$ cat src/rtl/alu_pkg.sv
// Shared encodings for the ALU control path: ALUOp values, R-type funct codes
// and the 4-bit ALU control codes consumed by the ALU bit-slices.
package alu_pkg;

  localparam int FUNCT_W_DEF = 6;
  localparam int CTL_W_DEF   = 4;

  typedef enum logic [1:0] {
    ALUOP_ADD   = 2'b00,
    ALUOP_SUB   = 2'b01,
    ALUOP_RTYPE = 2'b10,
    ALUOP_OR    = 2'b11
  } aluop_e;

  localparam logic [3:0] ALU_AND = 4'b0000;
  localparam logic [3:0] ALU_OR  = 4'b0001;
  localparam logic [3:0] ALU_ADD = 4'b0010;
  localparam logic [3:0] ALU_SUB = 4'b0110;
  localparam logic [3:0] ALU_SLT = 4'b0111;
  localparam logic [3:0] ALU_XOR = 4'b1100;

  localparam logic [5:0] FUNCT_ADD = 6'b100000;
  localparam logic [5:0] FUNCT_SUB = 6'b100010;
  localparam logic [5:0] FUNCT_AND = 6'b100100;
  localparam logic [5:0] FUNCT_OR  = 6'b100101;
  localparam logic [5:0] FUNCT_SLT = 6'b101010;
  localparam logic [5:0] FUNCT_XOR = 6'b100110;

endpackage

$ cat src/rtl/alu_ctl_decode.sv
// ID-stage ALU control decode: ALUOp plus funct to ALU control code,
// overflow-check enable and illegal-funct flag. Purely combinational.
module alu_ctl_decode
  import alu_pkg::*;
#(
  parameter int FUNCT_W = 6,
  parameter int CTL_W   = 4
) (
  input  logic [1:0]         alu_op,
  input  logic [FUNCT_W-1:0] funct,
  output logic [CTL_W-1:0]   code,
  output logic               chk,
  output logic               illegal
);

  always_comb begin
    code    = ALU_AND;
    chk     = 1'b0;
    illegal = 1'b0;
    case (alu_op)
      ALUOP_ADD: code = ALU_ADD;
      ALUOP_SUB: code = ALU_SUB;
      ALUOP_OR:  code = ALU_OR;
      ALUOP_RTYPE: begin
        // Only signed add/sub trap on overflow; unknown funct gives a bubble-like AND code.
        case (funct)
          FUNCT_ADD: begin code = ALU_ADD; chk = 1'b1; end
          FUNCT_SUB: begin code = ALU_SUB; chk = 1'b1; end
          FUNCT_AND: code = ALU_AND;
          FUNCT_OR:  code = ALU_OR;
          FUNCT_SLT: code = ALU_SLT;
          FUNCT_XOR: code = ALU_XOR;
          default:   illegal = 1'b1;
        endcase
      end
      default: code = ALU_AND;
    endcase
  end

endmodule

$ cat src/rtl/alu_ctl_stage.sv
// ID/EX boundary for the ALU control code with stall/flush, plus the EX-stage
// overflow trap and illegal-funct detection feeding back to the pipeline.
module alu_ctl_stage
  import alu_pkg::*;
#(
  parameter int FUNCT_W = 6,
  parameter int CTL_W   = 4
) (
  input  logic               clk,
  input  logic               reset,
  input  logic               id_valid,
  input  logic [1:0]         alu_op,
  input  logic [FUNCT_W-1:0] funct,
  input  logic               stall,
  input  logic               flush,
  input  logic               ex_ovf,
  input  logic               trap_ack,
  output logic [CTL_W-1:0]   ex_alu_ctl,
  output logic               ex_valid,
  output logic               ex_ovf_chk,
  output logic               ovf_trap,
  output logic               trap_pending,
  output logic               illegal_op
);

  logic [CTL_W-1:0] dec_code;
  logic             dec_chk;
  logic             dec_illegal;

  alu_ctl_decode #(
    .FUNCT_W (FUNCT_W),
    .CTL_W   (CTL_W)
  ) u_decode (
    .alu_op  (alu_op),
    .funct   (funct),
    .code    (dec_code),
    .chk     (dec_chk),
    .illegal (dec_illegal)
  );

  logic [CTL_W-1:0] ctl_q, ctl_d;
  logic             valid_q, valid_d;
  logic             chk_q, chk_d;
  logic             ill_q, ill_d;
  logic             trap_q, trap_d;
  logic             ill_pulse_q, ill_pulse_d;
  logic             pend_q, pend_d;
  logic             det;
  logic             ill_det;

  // Events fire only when the EX instruction actually leaves, so a stalled
  // instruction is examined exactly once.
  assign det     = valid_q & chk_q & ex_ovf & ~stall;
  assign ill_det = valid_q & ill_q & ~stall;

  always_comb begin
    ctl_d   = ctl_q;
    valid_d = valid_q;
    chk_d   = chk_q;
    ill_d   = ill_q;
    if (flush) begin
      ctl_d   = '0;
      valid_d = 1'b0;
      chk_d   = 1'b0;
      ill_d   = 1'b0;
    end else if (!stall) begin
      ctl_d   = dec_code;
      valid_d = id_valid;
      chk_d   = dec_chk & id_valid;
      ill_d   = dec_illegal & id_valid;
    end
  end

  always_comb begin
    trap_d      = det;
    ill_pulse_d = ill_det;
    pend_d      = pend_q;
    if (det)
      pend_d = 1'b1;
    else if (trap_ack)
      pend_d = 1'b0;
  end

  always_ff @(posedge clk or posedge reset) begin
    if (reset) begin
      ctl_q       <= '0;
      valid_q     <= 1'b0;
      chk_q       <= 1'b0;
      ill_q       <= 1'b0;
      trap_q      <= 1'b0;
      ill_pulse_q <= 1'b0;
      pend_q      <= 1'b0;
    end else begin
      ctl_q       <= ctl_d;
      valid_q     <= valid_d;
      chk_q       <= chk_d;
      ill_q       <= ill_d;
      trap_q      <= trap_d;
      ill_pulse_q <= ill_pulse_d;
      pend_q      <= pend_d;
    end
  end

  assign ex_alu_ctl   = ctl_q;
  assign ex_valid     = valid_q;
  assign ex_ovf_chk   = chk_q;
  assign ovf_trap     = trap_q;
  assign trap_pending = pend_q;
  assign illegal_op   = ill_pulse_q;

endmodule

$ cat config.mk
export PLATFORM = sky130hd
export DESIGN_NAME = alu_ctl_stage
export DESIGN_NICKNAME = d
export VERILOG_FILES = /design/src/rtl/alu_pkg.sv /design/src/rtl/alu_ctl_decode.sv /design/src/rtl/alu_ctl_stage.sv
export SDC_FILE = /design/constraint.sdc
export NUM_CORES = 1
export LEC_CHECK = 0
export BUFFER_PORTS_ARGS = -buffer_cell sky130_fd_sc_hd__buf_2
export CORE_AREA = 2 2 39 41
export DETAILED_ROUTE_END_ITERATION = 8
export DIE_AREA = 0 0 41 43
export PLACE_DENSITY_LB_ADDON = 0.3
export SYNTH_ARGS = -nofsm -noshare
export SYNTH_HDL_FRONTEND = slang
export SYNTH_HIERARCHICAL = 1
export SYNTH_SLANG_ARGS = --single-unit
$ cat constraint.sdc
create_clock -name clk -period 1.1 [get_ports clk]
set_input_delay 0.33 -clock clk [delete_from_list [all_inputs] [get_ports clk]]
set_output_delay 0.33 -clock clk [all_outputs]
set_load 0.05 [all_outputs]
# Word-level counts from Yosys, hierarchy flattened

Index checks and enable logic that the tools add are counted.

Equal/unequal tests: 10
Muxes and demuxes: 16
Bitwise logic cells: 8
Reductions and logical operators: 4

Operators by type and width:

| cell               | count |
|---|---|
| $eq 6x6->1 const B | 6 |
| $pmux 4 s5         | 1 |
| $pmux 4 s4         | 1 |
| $mux 1             | 12 |
| $mux 4             | 2 |
| $and 1x1->1        | 7 |
| $reduce_or 6->1    | 1 |
| $eq 2x2->1 const B | 2 |
| $eq 2x1->1 const B | 1 |
| $logic_not 2->1    | 1 |
| $ne 2x1->1 const B | 1 |
| $reduce_bool 2->1  | 1 |
| $reduce_or 2->1    | 1 |
| $not 1->1          | 1 |

Register bits after elaboration: 10
Output and inout port bits: 9
Word-level logic and storage cells: 45

# Longest topological paths before layout

Word-level depth: 7
Gate-level depth with buffers: 5
Depth with buffers taken out: 5

# By module

Netlist, hierarchy kept.

Modules (own cells, without submodules):

| module         | times used | cells an instance | area each (um2) | sequential area each (um2) |
|---|---|---|---|---|
| alu_ctl_stage  | 1          | 32                | 399.1           | 250.2 |
| alu_ctl_decode | 1          | 22                | 155.1           | 0.0 |

# Worst setup path after synthesis

No wires, ideal clock.

Kind: reg-to-reg
From: reg valid_q (netlist: ex_valid)
To: reg pend_q (netlist: trap_pending)
Setup time: 118 ps
Arrival time: 1,027 ps
Required time: 982 ps
Slack: -45 ps
Cell stages (with the launch flop): 3
Clock period less this slack: 1,145 ps
Path through: dfrtp_1 and4b_2 a21o_1

Longest elaborated chain between the ends: 4
Elaborated cells between the ends (all ways): 5
Those cells by class: mux (1); bitwise (3); reduce/logical (1)

RTL lines:

| element                                            | RTL line             | text |
|---|---|---|
| from (decl)                                        | alu_ctl_stage.sv:42  | `logic valid_q, valid_d;` |
| from (signal assigned)                             | alu_ctl_stage.sv:95  | `valid_q <= valid_d;` |
| $and 1x1->1 * (3 in a row)                         | alu_ctl_stage.sv:53  | `assign det = valid_q & chk_q & ex_ovf & ~stall;` |
| via det                                            | alu_ctl_stage.sv:48  | `logic det;` |
| $mux 1 / $reduce_bool 2->1 (equally long branches) | -                    |  |
| to (signal assigned)                               | alu_ctl_stage.sv:100 | `pend_q <= pend_d;` |
| to (decl)                                          | alu_ctl_stage.sv:47  | `logic pend_q, pend_d;` |

Mark *: on every way through the listed nets, which the timed path passes. The rest lies on a longest branch.
A chain may end at the register's enable or synchronous reset.

# Final worst setup path

From: reg chk_q (netlist: ex_ovf_chk)
To: out ex_ovf_chk

RTL lines:

| element                | RTL line            | text |
|---|---|---|
| from (decl)            | alu_ctl_stage.sv:43 | `logic chk_q, chk_d;` |
| from (signal assigned) | alu_ctl_stage.sv:96 | `chk_q <= chk_d;` |
| to (decl)              | alu_ctl_stage.sv:20 | `output logic ex_ovf_chk,` |

No word-level cell between the ends.

==> flow_summary.toml <==
[pwr]
p_sw_frac = 0.2505
p_leak_uw = 0.0004580
switchingPower_uw = 220.4
seqPwrFrac = 0.434
ir_drop_v = 0.0004399
clkPwrFrac = 0.366
p_per_area_mw_per_mm2 = 1008
p_int_uw = 659.5
combPwrFrac = 0.200
p_total_uw = 879.9

[clock_tree]
clk-insertion-delay-late_ns = 0.26
cts.sinks = 10
cts-htree-levels = 1
cts.clk_slew.worst_paths_ns = 0.07
cts_tree = "built"
cts_max_path_buffers = 2
ctsHoldBuffers = 0
cts_root_buffer = "clkbuf_4"
cts_buffers = 3

[floorplan]
fp-row-count = 14
initial_core_util = 0.4005
die_h_um = 43
core-area_mm2 = 0.001384
die_x_um = 41
ioPinCount = 24
dieArea_mm2 = 0.001763

[global_routing]
first_global_vias = 486
met2_usage = 0.2813
gr-total-overflow = 0
busiest_layer = "met2"
antenna_found_initial = 0
grt_use_total = 0.1623
grt_first_pass_wirelength_um = 1918
grt_max_degree = 11
use_met1 = 0.1728
use_met3 = 0.01571

[placement]
place_congestion = 0.7132
dp.cells = 97
dp_hpwl_um = 898.1
port_buffers = 23
preCtsSetupSlack_ns = -0.2135

[flow_run]
drv_cap = 0

[drt]
detail-route-antenna-nets = 0
vias = 535
viasPerCell = 4.954
wirelength_um = 1174
drtIter0Drc = 6
wl_per_cell_um = 10.87
drtPass1Iterations = 4
drc = 0

[sta]
relSlewSlack = 0.7466
final_hold_viol_count = 0
hold_ws_ns = 0.03230
setup_violations = 9
min_period_over_period = 1.059
rsz0062_at_grt = "yes"
fmax_mhz = 858.7
tightest_slew_ns = 0.3796
clock_skew_ns = 0.002837
period_minus_slack_ns = 1.165
final_max_slew_viol_count = 0
setup_slack_ns = -0.06458

[synthesis]
synth_cell_type_count = 23
syn_area_um2 = 554.3
ys_top_cells_by_area = "dfrtp_1, mux2i_1, nor2_1, nand2b_1, nor3b_4"
synth_fp_nets = 69
postSynthCellCount = 54
syn_area_per_cell_um2 = 10.26
synth_top_cell_area_share = 0.4515
yosys_warnings = 6
ys_seq_area_frac = 0.4515
synth_top_area_cell = "dfrtp_1"
ys_ff_latch = 10

[final_layout]
fin_nets = 108
final_common_cell = "buf_2"
nFillCells = 122
final_core_util = 0.6311
multi_input_area_um2 = 291.5
finalNonFillerCells = 108
antenna_cells = 0
layout-drive-gt1-share = 0.5326
seq_area_um2 = 252.7
area_delta_synth_final_pct = 57.56
most-common-layout-cells = "buf_2, buf_4, buf_6, dfrtp_1, nor2_1"

[setup_path]
cp_slowest_stage_delay_ns = 0.42
cp.arrival_ns = 0.83
start_kind = "flip-flop"
cp_slowest_cell = "dfrtp_2"
crit_buf_inv = 1
path_max_fanout = 3
crit_family = "flip-flops"
critical_path_class = "reg -> out"
path_cells = "buf_6"
r2r_slack_ns = 0.06
required_ns = 0.77
end_kind = "primary output"

[status]
status = "finished, violations left"
violations = "setup timing"

[hold_path]
worstHoldPathType = "in -> async"
-- logic make-up (layout without fill, tap and decap cells) --
logic type | Yosys count | in the layout | share of synthesized area
AND/OR/NAND/NOR | 27 | 27 | 0.3296
flip-flops | 10 | 10 | 0.4515
AO/OA/AOI/OAI | 8 | 8 | 0.08804
multiplexers | 5 | 5 | 0.09030
buffers and inverters | 4 | 42 | 0.04063
-- synthesized netlist by cell type (all sizes together) --
cell and n:
dfrtp 10, nor2 7, mux2i 5, nand2 4, inv 3, nand2b 3
nand3b 3, o21ai 3, a21oi 2, nand3 2, nor3b 2, a211oi 1
a21o 1, a221oi 1, and3b 1, and4b 1, and4bb 1, buf 1
nor2b 1, nor3 1, nor4b 1
-- power by group through the flow --
stage | Clock, uW | Combinational, uW | Sequential [uW]
final | 322 | 176 | 382
after global routing | 354 | 192 | 383
after CTS | 328 | 169 | 382
after detailed placement | 0 | 151 | 388
after global placement | 0 | 148 | 388
after floorplan | 0 | 56.6 | 413
-- metrics by stage --
step | setup TNS [ns] | cell area, um^2
after floorplan | -0.01562 | 556.8
after detailed placement | -0.9476 | 718.2
after global placement | -0.8205 | 718.2
final | -0.3210 | 873.3
after CTS | -0.3704 | 840.8
after global routing | -0.6700 | 873.3
-- registers in the layout, indices dropped and copies added, names as in the netlist --
signal        count
illegal_op        1
ill_q             1
trap_pending      1
ex_ovf_chk        1
ex_alu_ctl        4
ex_valid          1
ovf_trap          1
-- routing by layer --
metal / share of wire / vias to the layer above
met4: 0.010 / 0
met1: 0.40 / 247
met2: 0.54 / 19
li1: - / 267
met3: 0.055 / 2
met5: 0 / -
-- repair_timing --
item | in CTS | in global routing
buffers inserted | 4 | 3
setup endpoints to repair | 9 | 12
pin swaps | 0 | 1
gates resized for setup | 18 | 2
-- final cells by class --
type | instances | share of cell area
repair buffers | 35 | 0.2994
flip-flops and latches | 10 | 0.2894
multi-input cells | 40 | 0.3338
inverters | 3 | 0.01289
clock buffers | 4 | 0.04155
well taps | 16 | 0.02292
-- final timing paths --
kind	from	end	cells after the start
max	ex_ovf_chk$_DFFE_PP0P_	ex_ovf_chk	1
max in group asynchronous	reset	ex_valid$_DFFE_PP0P_	2
min	reset	illegal_op$_DFF_PP0_	2
min reg2reg	trap_pending$_DFFE_PP0P_	trap_pending$_DFFE_PP0P_	1
min in group clk	flush	ex_ovf_chk$_DFFE_PP0P_	2
max reg2reg	ex_valid$_DFFE_PP0P_	trap_pending$_DFFE_PP0P_	3
(Power assumes the default switching activity.)
